**src/rtl/memfill_dma_if.sv**
```systemverilog
// CPU register port and SRAM write port of the memory-fill DMA engine.
// The slave modport is the engine's view; master is the CPU/SRAM side.
interface memfill_dma_if;
    logic [3:0]  AD;
    logic [7:0]  DI;
    logic [7:0]  DO;
    logic        rw;
    logic        cs;
    logic [15:0] WADDR;
    logic [7:0]  WDATA;
    logic        WE_n;

    modport slave (
        input  AD, DI, rw, cs,
        output DO, WADDR, WDATA, WE_n
    );

    modport master (
        output AD, DI, rw, cs,
        input  DO, WADDR, WDATA, WE_n
    );
endinterface

```
**src/rtl/memfill_dma.sv**
```systemverilog
// Memory-fill DMA: stalls the CPU with hold and writes FILL to CNT consecutive
// SRAM locations starting at ADDR, stepping by STEP, with an optional abort.
module memfill_dma #(
    parameter int unsigned STROBE_CYCLES = 1
) (
    input  logic                clk,
    input  logic                rst,
    memfill_dma_if.slave        bus,
    output logic                hold,
    output logic                irq
);

    typedef enum logic [1:0] {
        IDLE   = 2'd0,
        SETUP  = 2'd1,
        STROBE = 2'd2,
        FINISH = 2'd3
    } state_t;

    localparam logic [2:0] STRB_LAST = 3'(STROBE_CYCLES - 32'd1);

    state_t      r_state;
    state_t      w_state_nxt;
    logic [15:0] r_addr;
    logic [15:0] r_cnt;
    logic [7:0]  r_fill;
    logic [7:0]  r_step;
    logic        r_ien;
    logic        r_incv;
    logic        r_done;
    logic        r_aborted;
    logic        r_abort_pend;
    logic [2:0]  r_strb_cnt;
    logic        r_hold;
    logic        r_we_n;

    logic        w_wr;
    logic        w_rd;
    logic        w_busy;
    logic        w_ctrl_wr;
    logic        w_start;
    logic        w_abort;
    logic        w_strb_last;
    logic [15:0] w_cnt_dec;
    logic [7:0]  w_do;

    assign w_wr        = bus.cs & ~bus.rw;
    assign w_rd        = bus.cs &  bus.rw;
    assign w_busy      = (r_state != IDLE);
    assign w_ctrl_wr   = w_wr && (bus.AD == 4'd6);
    assign w_start     = w_ctrl_wr && bus.DI[0] && !w_busy;
    assign w_abort     = w_ctrl_wr && bus.DI[3] && w_busy;
    assign w_strb_last = (r_state == STROBE) && (r_strb_cnt == STRB_LAST);
    assign w_cnt_dec   = r_cnt - 16'd1;

    // Next-state logic
    always_comb begin
        w_state_nxt = r_state;
        case (r_state)
            IDLE: begin
                if (w_start) begin
                    w_state_nxt = (r_cnt != 16'd0) ? SETUP : FINISH;
                end else begin
                    w_state_nxt = IDLE;
                end
            end
            SETUP:  w_state_nxt = STROBE;
            STROBE: begin
                if (!w_strb_last) begin
                    w_state_nxt = STROBE;
                end else if ((w_cnt_dec != 16'd0) && !r_abort_pend && !w_abort) begin
                    w_state_nxt = SETUP;
                end else begin
                    w_state_nxt = FINISH;
                end
            end
            FINISH:  w_state_nxt = IDLE;
            default: w_state_nxt = IDLE;
        endcase
    end

    // State register; hold and WE_n are registered from the next state so reset drops them at once
    always_ff @(posedge clk) begin
        if (rst) begin
            r_state <= IDLE;
            r_hold  <= 1'b0;
            r_we_n  <= 1'b1;
        end else begin
            r_state <= w_state_nxt;
            r_hold  <= (w_state_nxt == SETUP) || (w_state_nxt == STROBE);
            r_we_n  <= (w_state_nxt != STROBE);
        end
    end

    // Register file, working counters and completion flags
    always_ff @(posedge clk) begin
        if (rst) begin
            r_addr       <= 16'h0000;
            r_cnt        <= 16'h0000;
            r_fill       <= 8'h00;
            r_step       <= 8'h01;
            r_ien        <= 1'b0;
            r_incv       <= 1'b0;
            r_done       <= 1'b0;
            r_aborted    <= 1'b0;
            r_abort_pend <= 1'b0;
            r_strb_cnt   <= 3'd0;
        end else begin
            if ((r_state == STROBE) && !w_strb_last) begin
                r_strb_cnt <= r_strb_cnt + 3'd1;
            end else begin
                r_strb_cnt <= 3'd0;
            end

            if (w_wr && !w_busy) begin
                case (bus.AD)
                    4'd0:    r_addr[15:8] <= bus.DI;
                    4'd1:    r_addr[7:0]  <= bus.DI;
                    4'd2:    r_cnt[15:8]  <= bus.DI;
                    4'd3:    r_cnt[7:0]   <= bus.DI;
                    4'd4:    r_fill       <= bus.DI;
                    4'd5:    r_step       <= bus.DI;
                    4'd6:    r_incv       <= bus.DI[2];
                    default: r_incv       <= r_incv;
                endcase
            end

            if (w_ctrl_wr) begin
                r_ien <= bus.DI[1];
            end

            if (w_strb_last) begin
                r_addr <= r_addr + {8'h00, r_step};
                r_cnt  <= w_cnt_dec;
                if (r_incv) begin
                    r_fill <= r_fill + 8'd1;
                end
            end

            // Pending abort is consumed by FINISH, so it never leaks into the next transfer
            if (r_state == FINISH) begin
                r_abort_pend <= 1'b0;
            end else if (w_abort) begin
                r_abort_pend <= 1'b1;
            end

            if (w_rd && (bus.AD == 4'd7)) begin
                r_done    <= 1'b0;
                r_aborted <= 1'b0;
            end
            if (r_state == FINISH) begin
                if (r_abort_pend) begin
                    r_aborted <= 1'b1;
                end else begin
                    r_done    <= 1'b1;
                end
            end
        end
    end

    // CPU read mux
    always_comb begin
        w_do = 8'hFF;
        case (bus.AD)
            4'd0:    w_do = r_addr[15:8];
            4'd1:    w_do = r_addr[7:0];
            4'd2:    w_do = r_cnt[15:8];
            4'd3:    w_do = r_cnt[7:0];
            4'd4:    w_do = r_fill;
            4'd5:    w_do = r_step;
            4'd6:    w_do = {5'b00000, r_incv, r_ien, 1'b0};
            4'd7:    w_do = {5'b00000, r_aborted, r_done, w_busy};
            default: w_do = 8'hFF;
        endcase
    end

    assign bus.DO    = w_do;
    assign bus.WADDR = r_addr;
    assign bus.WDATA = r_fill;
    assign bus.WE_n  = r_we_n;
    assign hold      = r_hold;
    assign irq       = (r_done | r_aborted) & r_ien;

endmodule
```
**src/flat_wrapper.sv**
```systemverilog
// flat-port wrapper written by rule: the top's interface ports become plain ports
module memfill_dma_flat 
#(
    parameter int unsigned STROBE_CYCLES = 1
)
  (clk, rst, hold, irq, bus_AD, bus_DI, bus_rw, bus_cs, bus_DO, bus_WADDR, bus_WDATA, bus_WE_n);
  memfill_dma_if bus_i ();
  input  logic clk;
  input  logic rst;
  output logic hold;
  output logic irq;
  input wire logic [$bits(bus_i.AD)-1:0] bus_AD;
  input wire logic [$bits(bus_i.DI)-1:0] bus_DI;
  input wire logic [$bits(bus_i.rw)-1:0] bus_rw;
  input wire logic [$bits(bus_i.cs)-1:0] bus_cs;
  output wire logic [$bits(bus_i.DO)-1:0] bus_DO;
  output wire logic [$bits(bus_i.WADDR)-1:0] bus_WADDR;
  output wire logic [$bits(bus_i.WDATA)-1:0] bus_WDATA;
  output wire logic [$bits(bus_i.WE_n)-1:0] bus_WE_n;
  assign bus_i.AD = bus_AD;
  assign bus_i.DI = bus_DI;
  assign bus_i.rw = bus_rw;
  assign bus_i.cs = bus_cs;
  assign bus_DO = bus_i.DO;
  assign bus_WADDR = bus_i.WADDR;
  assign bus_WDATA = bus_i.WDATA;
  assign bus_WE_n = bus_i.WE_n;
  memfill_dma #(.STROBE_CYCLES(STROBE_CYCLES)) u_core (.clk(clk), .rst(rst), .bus(bus_i), .hold(hold), .irq(irq));
endmodule
```
**config.mk**
```make
export PLATFORM = sky130hd
export DESIGN_NAME = memfill_dma_flat
export DESIGN_NICKNAME = d
export VERILOG_FILES = /design/src/rtl/memfill_dma_if.sv /design/src/rtl/memfill_dma.sv /design/src/flat_wrapper.sv
export SDC_FILE = /design/constraint.sdc
export NUM_CORES = 1
export LEC_CHECK = 0
export ABC_AREA = 1
export ABC_CLOCK_PERIOD_IN_PS = 3900
export BUFFER_PORTS_ARGS = -buffer_cell sky130_fd_sc_hd__clkbuf_2
export CAP_MARGIN = 20
export CORE_ASPECT_RATIO = 1.4
export CORE_MARGIN = 4
export CORE_UTILIZATION = 63
export DETAILED_ROUTE_END_ITERATION = 10
export PLACE_DENSITY = 0.86
export SLEW_MARGIN = 20
export SYNTH_ARGS = -nofsm -noshare
export SYNTH_HDL_FRONTEND = slang
export SYNTH_SLANG_ARGS = --single-unit
export TNS_END_PERCENT = 5
```
**constraint.sdc**
```tcl
create_clock -name clk -period 3.9 [get_ports clk]
set_input_delay 0.585 -clock clk [delete_from_list [all_inputs] [get_ports clk]]
set_output_delay 0.585 -clock clk [all_outputs]
set_load 0.005 [all_outputs]
```
== Word-level counts from Yosys, hierarchy flattened ==
Cells that the tools add are included.
W data, S select, Z words.

* Shifts and indexed selects: 0
* Magnitude comparators: 0
* Reduce and logical (&&, ||, !) cells: 35
* $mul: 0
* Bitwise operators: 6
* Muxes and demuxes: 24
* Add/sub/neg operators: 4
* Eq/ne operators: 13
* Divide/modulo/power cells: 0

{| class="wikitable"
|+ Operators by type and width
! operator !! number
|-
| $mux W16 || 4
|-
| $mux W8 || 8
|-
| $pmux W8 S8 || 1
|-
| $reduce_bool A16 Y1 || 2
|-
| $add A16 B8 Y16 || 1
|-
| $eq A4 B3 Y1 const B || 4
|-
| $sub A16 B1 Y16 const B || 1
|-
| $reduce_and A2 Y1 || 6
|-
| $reduce_bool A2 Y1 || 6
|-
| $logic_and A1 B1 Y1 || 11
|-
| $add A8 B1 Y8 const B || 1
|-
| $eq A4 B2 Y1 const B || 2
|-
| $mux W2 || 4
|-
| $pmux W2 S4 || 1
|-
| $eq A2 B2 Y1 const B || 3
|-
| $mux W1 || 6
|-
| $eq A2 B1 Y1 const B || 2
|-
| $eq A4 B1 Y1 const B || 1
|-
| $logic_not A1 Y1 || 4
|-
| $logic_not A4 Y1 || 1
|-
| $reduce_or A2 Y1 || 2
|-
| $add A3 B1 Y3 const B || 1
|-
| $and A1 B1 Y1 || 3
|-
| $logic_not A3 Y1 || 1
|-
| other kinds (5) || 6
|}

* Memory bits (writable): 0
* Memory bits (read-only): 0
* Latch bits: 0
* Output and inout bits: 35
* Memories kept: 0
* Register bits after elaboration: 60

== Depth between registers and ports, before layout ==
Gate-level depths: netlist of run 1.

* Depth after elaboration: 12
* Gate-level depth with buffers: 17
* Depth with buffers taken out: 17

== Least setup slack after synthesis of run 1 ==
Ideal clock, no wire load.

* Path type: reg-to-reg
* From: register u_core.r_addr[0], in the netlist u_core.bus.WADDR[0]
* To: register u_core.r_addr[14], in the netlist u_core.bus.WADDR[14]
* Clock period less this slack: 1.926 ns
* Cell stages (with the launch flop): 14
* Arrival time: 1.810 ns
* Data required time: 3.785 ns
* Setup slack: 1.974 ns
* Path through: dfxtp_1 > ha_1 > inv_1 > fa_1 > inv_1 > nand3_1 > nand2_1 > nand2_1 > nand2_1 > nand2_1 > nor2_1 > nand3_1 > a31oi_1 > nor2_1

* Longest elaborated chain between the ends: 2

{| class="wikitable"
|+ RTL lines
! element !! line !! source
|-
| from (decl) || memfill_dma.sv:24 || <nowiki>logic [15:0] r_addr;</nowiki>
|-
| from (signal assigned) || memfill_dma.sv:118 || <nowiki>4'd1: r_addr[7:0] <= bus.DI;</nowiki>
|-
| from (signal assigned) || memfill_dma.sv:133 || <nowiki>r_addr <= r_addr + {8'h00, r_step};</nowiki>
|-
| $add A16 B8 Y16 || memfill_dma.sv:133 ||
|-
| $mux W16 || memfill_dma.sv:132 || <nowiki>if (w_strb_last) begin</nowiki>
|}

No other way between the ends.
A chain may end at the register's enable or synchronous reset.

== Final worst setup path of run 1 ==
* From: input port bus_AD[3]
* To: output port bus_DO[3]

* Longest elaborated chain between the ends: 2

{| class="wikitable"
|+ RTL lines
! element !! line !! source
|-
| from (decl) || flat_wrapper.sv:12 || <nowiki>input wire logic [$bits(bus_i.AD)-1:0] bus_AD;</nowiki>
|-
| $eq A4 B3 Y1, or another cell as far along || memfill_dma.sv:164 || <nowiki>case (bus.AD)</nowiki>
|-
| $pmux W8 S8 (*) || memfill_dma.sv:164 ||
|-
| to (decl) || flat_wrapper.sv:16 || <nowiki>output wire logic [$bits(bus_i.DO)-1:0] bus_DO;</nowiki>
|}

Every way passes the cells marked *; elsewhere a longest branch is shown, timed or not.

==> run metrics, run 1 <==
status finished clean; layout cells sized above 1 0.160; WHS about 450 ps; clk_lat worst skew 350 ps; Worst VDD drop 0.000358 V; crit-path cells clkbuf_2 -> nor2_2 -> nand2_1 -> o21ai_0 -> a221oi_1 -> o2111ai_1 -> clkbuf_2; leakage power roughly 2.1 nW; FF-to-FF Start u_core.r_cnt[1]; detailed placement HPWL approximately 10 mm; Slowest-stage cell, CP a221oi_1; initial antenna violation count 0; period utilisation layout 0.645; critical path depth 7; Seq/Total Area, Yosys 0.292; DRC Markers 0; deepest clock path buffer count 2; CP endpoint kind primary output; total congestion overflow 0; Post-synth EDFFs 0; Starting DRT DRC Count between 500 and 600; WHS Endpoint u_core.r_strb_cnt[0]; WS Path Type input port to primary output; Final Hold Fails 0; first-pass GRT wire length 21.3 mm; Net count, final just over 700; Total GRT Usage 0.337; CP bufs+invs 2; max_cap viols 0; clk_skew 9.76 ps; cell depth of the worst hold path 1; worst endpoint required time roughly 3300 ps; Initial Util 0.654; final setup TNS 0 ps; CTS tree yes; cell repeated most along the worst path clkbuf_2; routed vias/inst approximately 6.1; Worst Max-Slew Pin Slew between 900 and 1000 ps; # port buffers 50; Arr. time, crit path ~1900 ps; clock net sink count 60; Avg Cell Area, Syn ~6.4 µm²; Mapped Area between 0.004 and 0.005 mm²; largest net degree at the start of global routing 43; critical-path maximum fanout 9; FF+latch count, synth 60; combinational share of power 0.176; share of synthesized registers carrying an async set or reset 0; HP Start u_core.r_strb_cnt[0]; FF/Latch Area 0.00120 mm²; Placer Congestion around 0.99; synth warn 0; CP delay by family, top compound AO/OA/AOI/OAI gates; Clock Tree Root clkbuf_8; max-slew violations 0; Pwr per Cell Area between 300 and 400 mW/mm²; Max Clk Rate 398 MHz; P_int 1.04 mW; PnR Total Power 1.49 mW; # diodes 0; R2R cell count 15; CTS H-tree depth 3; CTS resizes 0; fillcell total around 560; switching pwr ~0.46 mW; syn nets 672; clock transition at the registers of the reported paths approximately 70 ps; Area Growth Syn to Fin 11.5%; Hold Path Class flop to flop; register share of total power 0.428; Post-synth top flop dfxtp_1; Cell variety after synth 40; Routed wire per std cell roughly 18 µm; r2r setup slk between 1000 and 1500 ps; routed vias 4,686; Setup Fix Bufs, Post-CTS 0; DRT Pass-1 Iters 5; area of the core between 0.006 and 0.007 mm²; post-synthesis cell count 640; routed wire length about 14 mm; Setup Viol. Count Final 0; Die Wd about 76 µm; I/O pin cnt a little over 50; cell row count 34; CP peak stage delay between 300 and 400 ps; RR Endpoint u_core.hold; Max transition margin 0.338; CP startpoint bus_AD[3]; antenna-violating nets left 0; RSZ-0062 raised after global routing false; vias in the first global route around 4,300; part of the power in the clock network 0.395; die area 0.00792 mm²; hold buffer count at CTS 0; total CTS buffers 9; Sw Share 0.306; Die H slightly above 100 µm; Multi-input gate area about 0.0025 mm²; Tmin final 2510 ps; startpoint types input port
## synth_stat cells (2+ instances only)
cell | number | share of area
nand2_1 | 174 | 0.16
inv_1 | 86 | 0.078
dfxtp_1 | 60 | 0.29
nor2_1 | 52 | 0.047
a21oi_1 | 45 | 0.055
nand3_1 | 40 | 0.049
a31oi_1 | 22 | 0.033
o21ai_0 | 21 | 0.026
ha_1 | 15 | 0.046
nor2_2 | 15 | 0.023
a221oi_1 | 12 | 0.026
inv_2 | 10 | 0.0091
o21ai_1 | 10 | 0.012
o22ai_1 | 8 | 0.012
nand2_2 | 7 | 0.011
nor3_1 | 7 | 0.0085
xnor2_1 | 6 | 0.013
clkbuf_1 | 5 | 0.0046
o2111ai_1 | 5 | 0.011
o211ai_1 | 5 | 0.0091
nor2_4 | 4 | 0.011
buf_2 | 3 | 0.0036
buf_4 | 3 | 0.0055
nand4_1 | 3 | 0.0046
a211oi_1 | 2 | 0.0036
a21o_1 | 2 | 0.0036
buf_6 | 2 | 0.0055
nor2_8 | 2 | 0.0097
or2_2 | 2 | 0.0030
xor2_1 | 2 | 0.0043
## sequential cells by signal, summed over array words and instances, names as in the netlist
| signal | count |
|---|---|
| u_core.r_abort_pend | 1 |
| u_core.r_incv | 1 |
| u_core.r_state | 2 |
| u_core.r_step | 8 |
| u_core.r_ien | 1 |
| u_core.r_cnt | 16 |
| u_core.r_done | 1 |
| u_core.bus.WE_n | 1 |
| u_core.bus.WADDR | 16 |
| u_core.hold | 1 |
| u_core.bus.WDATA | 8 |
| u_core.r_strb_cnt | 3 |
| u_core.r_aborted | 1 |
## layer usage
layer  share of wire  track usage
met3           0.077       0.0469
met4           0.061        0.220
met5               0            0
met2            0.48        0.572
met1            0.38        0.390
## cells in the final DEF, fill, tap and decap left out, types with 2 or more instances in the layout
master     Yosys  final
nand2_1      174    174
inv_1         86     86
dfxtp_1       60     60
nor2_1        52     52
clkbuf_2       0     50
a21oi_1       45     45
nand3_1       40     40
a31oi_1       22     22
o21ai_0       21     21
nor2_2        15     15
ha_1          15     15
a221oi_1      12     12
clkbuf_8       0     11
inv_2         10     10
o21ai_1       10     10
o22ai_1        8      8
nand2_2        7      7
nor3_1         7      7
xnor2_1        6      6
o2111ai_1      5      5
o211ai_1       5      5
nor2_4         4      4
nand4_1        3      3
a211oi_1       2      2
nor2_8         2      2
xor2_1         2      2
or2_2          2      2
a21o_1         2      2
clkinv_2       0      2
buf_4          3      2
## logic make-up after synthesis
| family | after synthesis | synth area share |
|---|---|---|
| compound gates | 135 | 0.196 |
| simple gates | 311 | 0.337 |
| flops | 60 | 0.292 |
| xor+xnor | 8 | 0.0170 |
| buf+inv | 110 | 0.107 |
| fa+ha+maj | 16 | 0.0504 |
## how the worst max path moves through the flow
stage                                 to
finish                         bus_DO[3]
global route                   bus_DO[4]
detailed placement             bus_DO[3]
CTS                            bus_DO[6]
floorplan           u_core.bus.WADDR[14]
global placement               bus_DO[3]
## power by group through the flow
stage | registers [mW] | logic, mW | clock network [mW]
final | 0.639 | 0.263 | 0.589
after global routing | 0.639 | 0.287 | 0.624
after CTS | 0.638 | 0.256 | 0.592
after detailed placement | 0.652 | 0.254 | 0
after global placement | 0.651 | 0.247 | 0
after floorplan | 0.648 | 0.184 | 0
## metrics by stage
| stage | util | instances | cell area [µm²] | setup slack (ps) |
|---|---|---|---|---|
| 5_1_grt | 0.730 | 766 | 4600 | 1270 |
| 3_5_place_dp | 0.698 | 750 | 4390 | 1450 |
| 4_1_cts | 0.730 | 766 | 4600 | 1430 |
| 3_3_place_gp | 0.698 | 750 | 4390 | 1500 |
| 2_1_floorplan | - | 640 | 4120 | 1970 |
| 6_report | 0.730 | 766 | 4600 | 1390 |
## final cells by class
| cell class | count | area share |
|---|---|---|
| inverter | 96 | 0.0784 |
| sequential | 60 | 0.261 |
| timing repair buffer | 52 | 0.0577 |
| clock inverter | 4 | 0.0103 |
| clock buffer | 12 | 0.0338 |
| tap | 72 | 0.0196 |
| multi-input combinational | 470 | 0.539 |
(Power assumes the default switching activity.)
==> run 2: changes to the inputs <==
ABC_CLOCK_PERIOD_IN_PS = 2200   (was 3900)
CORE_UTILIZATION = 53   (was 63)
PLACE_DENSITY = 0.77   (was 0.86)
clock period = 2.2 ns   (was 3.9 ns; I/O delays follow)
==> run metrics, run 2 (synthesis gave the netlist of run 1 again) <==
critical-path maximum fanout 5; I/O pin cnt 51; DR top layer met4; Hold Path Class input port to flop; Die H between 100 and 150 µm; Placer Congestion ~1.1; Arr. time, crit path 2270 ps; design area ~0.0047 mm²; leakage power about 2.2 nW; most frequent cells in the layout nand2_1, inv_1, dfxtp_1; Final Hold Fails 0; Worst Max-Slew Pin Slew 508 ps; commonest non-fill, non-tap cell in the layout nand2_1; startpoint types flop; Max Clk Rate about 490 MHz; Total GRT Usage 0.292; Worst VDD drop about 0.00045 V; RSZ-0062 raised after global routing true; # port buffers 50; CTS H-tree depth 3; max-slew violations 0; cell row count 37; routed vias/inst around 6; DRT Pass-1 Iters 6; initial antenna violation count 0; routed vias roughly 4,700; Die Wd approximately 83 µm; clk_skew around 12 ps; Initial Util 0.553; fillcell total approximately 700; final core occ 0.637; Tmin final 2040 ps; vias in the first global route about 4,300; CP endpoint kind flop; clock transition at the registers of the reported paths ~70 ps; total congestion overflow 0; total CTS buffers 9; final setup TNS 0 ps; layout cells sized above 1 0.184; clk_lat worst skew about 350 ps; DRC Markers 0; Area Growth Syn to Fin 15.2%; detailed placement HPWL 10.1 mm; Clock Tree Root clkbuf_8; die area 0.00927 mm²; Max transition margin 0.660; dpl cells between 700 and 800; Placed Area about 0.0045 mm²; Net count, final between 700 and 800; Met1 Wirelength 5.09 mm; antenna-violating nets left 0; CTS tree yes; metal3 WL about 1.1 mm; status finished clean; WS Path Type flop to flop; area of the core about 0.0075 mm²; worst endpoint required time about 2400 ps; max_cap viols 0; first-pass GRT wire length ~21 mm; # diodes 0; largest net degree at the start of global routing 25; Pwr per Cell Area approximately 560 mW/mm²; clock net sink count 60; routed wire length between 10 and 15 mm; Final Non-Filler Cells 802; Routed wire per std cell between 15 and 20 µm; deepest clock path buffer count 2; Starting DRT DRC Count around 430; period utilisation layout 0.925; Setup Viol. Count Final 0; Met2 Routed Length roughly 6.1 mm
==> run 2: layout make-up <==
cell class                      instances  area, µm²  share of cell area
Sequential cell                        60       1200               0.254
Inverter                               96        363              0.0765
Multi-Input combinational cell        470       2510               0.528
Clock inverter                          4       47.5              0.0100
Timing Repair Buffer                   63        348              0.0733
Clock buffer                           12        155              0.0327
Tap cell                               97        121              0.0256
==> run 2: metal layers <==
metal  GRT usage  vias up
met5           0        -
met4       0.180        0
met3      0.0586       68
met2       0.451      260
met1       0.365     2148
li1            -     2235
==> run 2: per-stage QoR <==
stage                     setup WS (ps)  hold slack, ps  total power, mW
after global placement              201             429             1.60
final                               164             238             2.64
after CTS                          98.7             228             2.63
after floorplan                     274             417             1.47
after detailed placement            122             448             1.61
after global routing              -12.3             242             2.76
==> run 2: where the power goes <==
part           switching, mW  internal, mW
sequential            0.0246          1.11
combinational          0.310         0.159
clock                  0.459         0.581
==> run 2: path summary, 6_finish.rpt <==
kind	from	to	slack [ps]	depth (start not counted)
setup / recovery	u_core.bus.WADDR[1]	u_core.bus.WADDR[14]	160	12
hold / removal	bus_DI[5]	u_core.bus.WDATA[5]	240	3
setup reg to reg	u_core.bus.WADDR[1]	u_core.bus.WADDR[14]	160	12
hold reg to reg	u_core.r_strb_cnt[0]	u_core.r_strb_cnt[0]	450	1
==> run 2: timing repair <==
| item | CTS | global route |
|---|---|---|
| gates resized for setup | 0 | 11 |
| hold endpoints to repair | 0 | 0 |
| setup buffers | 0 | 1 |
| hold buffers | 0 | 0 |
| setup endpoints to repair | 0 | 3 |
==> run 2: worst max-delay path, cell delays in order (launching register included) <==
cell	delay, ps
dfxtp_1	410
inv_1	90
fa_1	470
inv_1	80
nand3_1	100
nand2_2	110
nand2_1	50
nand2_1	90
nand2_1	110
nor2_2	140
nand3_1	80
a31oi_1	160
nor2_1	50
==> run 3: changes to the inputs <==
ABC_CLOCK_PERIOD_IN_PS = not set   (was 2200)
CORE_MARGIN = not set   (was 4)
==> run metrics, run 3 (synthesis gave the netlist of run 1 again) <==
WS Path Type flop to primary output; Hold Path Class input port to flop; Starting DRT DRC Count around 440; antenna-violating nets left 0; Pwr per Cell Area 564 mW/mm²; die area between 0.008 and 0.009 mm²; clk_lat worst skew 360 ps; CP startpoint u_core.r_cnt[11]; I/O pin cnt between 50 and 60; Max transition margin 0.610; clock net sink count 60; DRC Markers 0; design area ~0.0047 mm²; r2r setup slk 140 ps; DRT Pass-1 Iters 6; Placer Congestion 1.04; Area Growth Syn to Fin 14.8%; Arr. time, crit path 1730 ps; Routed wire per std cell between 15 and 20 µm; RR Endpoint u_core.hold; Worst VDD drop slightly above 0.0004 V; cell row count 37; WHS between 200 and 250 ps; Tmin final slightly above 2000 ps; max_cap viols 0; clk_skew a little under 8 ps; total CTS buffers 9; Total GRT Usage 0.328; layout cells sized above 1 0.180; fillcell total approximately 720; CTS H-tree depth 3; clock transition at the registers of the reported paths around 70 ps; deepest clock path buffer count 2; Clock Tree Root clkbuf_8; first-pass GRT wire length ~20 mm; area of the core between 0.007 and 0.008 mm²; max-slew violations 0; total congestion overflow 0; Worst Setup EP bus_DO[3]; routed vias approximately 4,600; # diodes 0; commonest non-fill, non-tap cell in the layout nand2_1; Setup Viol. Count Final 0; Initial Util 0.553; most frequent cells in the layout nand2_1, inv_1, dfxtp_1; leakage power about 2.2 nW; Worst Max-Slew Pin Slew slightly below 600 ps; Setup Fix Bufs, Post-CTS 0; Net count, final approximately 730; R2R cell count 14; CTS tree yes; vias in the first global route 4,231; worst endpoint required time approximately 1900 ps; largest net degree at the start of global routing 27; Die Wd between 70 and 80 µm; FF-to-FF Start u_core.r_cnt[2]; detailed placement HPWL approximately 10 mm; routed wire length roughly 13 mm; final setup margin between 100 and 150 ps; Die H between 100 and 150 µm; # port buffers 50; Max Clk Rate ~480 MHz; PnR Total Power about 2.7 mW; final core occ 0.635; dpl ws about 110 ps; initial antenna violation count 0; Final Hold Fails 0; Placed Area around 0.0045 mm²; CP endpoint kind primary output; status finished clean; critical-path maximum fanout 4; period utilisation layout 0.938; routed vias/inst about 5.8; hold buffer count at CTS 0; startpoint types flop
==> run 3: metrics by stage <==
stage / setup TNS (ps) / instances
floorplan: 0 / 640
global placement: 0 / 783
detailed placement: 0 / 783
CTS: 0 / 798
global route: -1.75 / 798
finish: 0 / 798
==> run 3: final cells by class <==
| class | instances | area (µm²) | area share |
|---|---|---|---|
| Sequential cell | 60 | 1200 | 0.255 |
| Clock inverter | 1 | 30.0 | 0.00635 |
| Inverter | 96 | 360 | 0.0762 |
| Tap cell | 97 | 121 | 0.0257 |
| Timing Repair Buffer | 60 | 325 | 0.0688 |
| Clock buffer | 14 | 173 | 0.0365 |
| Multi-Input combinational cell | 470 | 2520 | 0.532 |
==> run 3: power breakdown <==
group          switching [mW]  total (mW)  internal [mW]
Clock                   0.453        1.06          0.611
Combinational           0.315       0.472          0.158
Sequential             0.0255        1.13           1.11
Total                   0.793        2.67           1.88
==> run 3: timing repair <==
item | 4_1_cts | 5_1_grt
endpoints found under the setup margin | 0 | 5
gates resized for setup | 0 | 11
endpoints found under the hold margin | 0 | 0
==> run 3: how the worst min path moves through the flow <==
stage	start	end	slack (ps)	depth (start not counted)
4_1_cts	bus_DI[5]	u_core.bus.WDATA[5]	230	3
3_3_place_gp	u_core.r_strb_cnt[0]	u_core.r_strb_cnt[0]	430	1
5_1_grt	bus_DI[3]	u_core.bus.WDATA[3]	240	3
6_report	bus_DI[5]	u_core.bus.WDATA[5]	230	3
3_5_place_dp	u_core.r_strb_cnt[0]	u_core.r_strb_cnt[0]	450	1
2_1_floorplan	u_core.r_strb_cnt[0]	u_core.r_strb_cnt[0]	420	1
==> run 3: worst max-delay path, cell delays in order, from the launching register on <==
cell and delay [ps]:
dfxtp_1 350, inv_1 170, o21ai_0 120, a221oi_1 360
o2111ai_1 210, clkbuf_2 160
==> run 3: routing by layer <==
| metal | GRT usage | up-vias | part of all wire |
|---|---|---|---|
| met4 | 0.212 | 0 | 0.055 |
| met2 | 0.548 | 238 | 0.47 |
| met1 | 0.376 | 2123 | 0.40 |
| li1 | - | 2225 | - |
| met3 | 0.0721 | 57 | 0.073 |
| met5 | 0 | - | 0 |
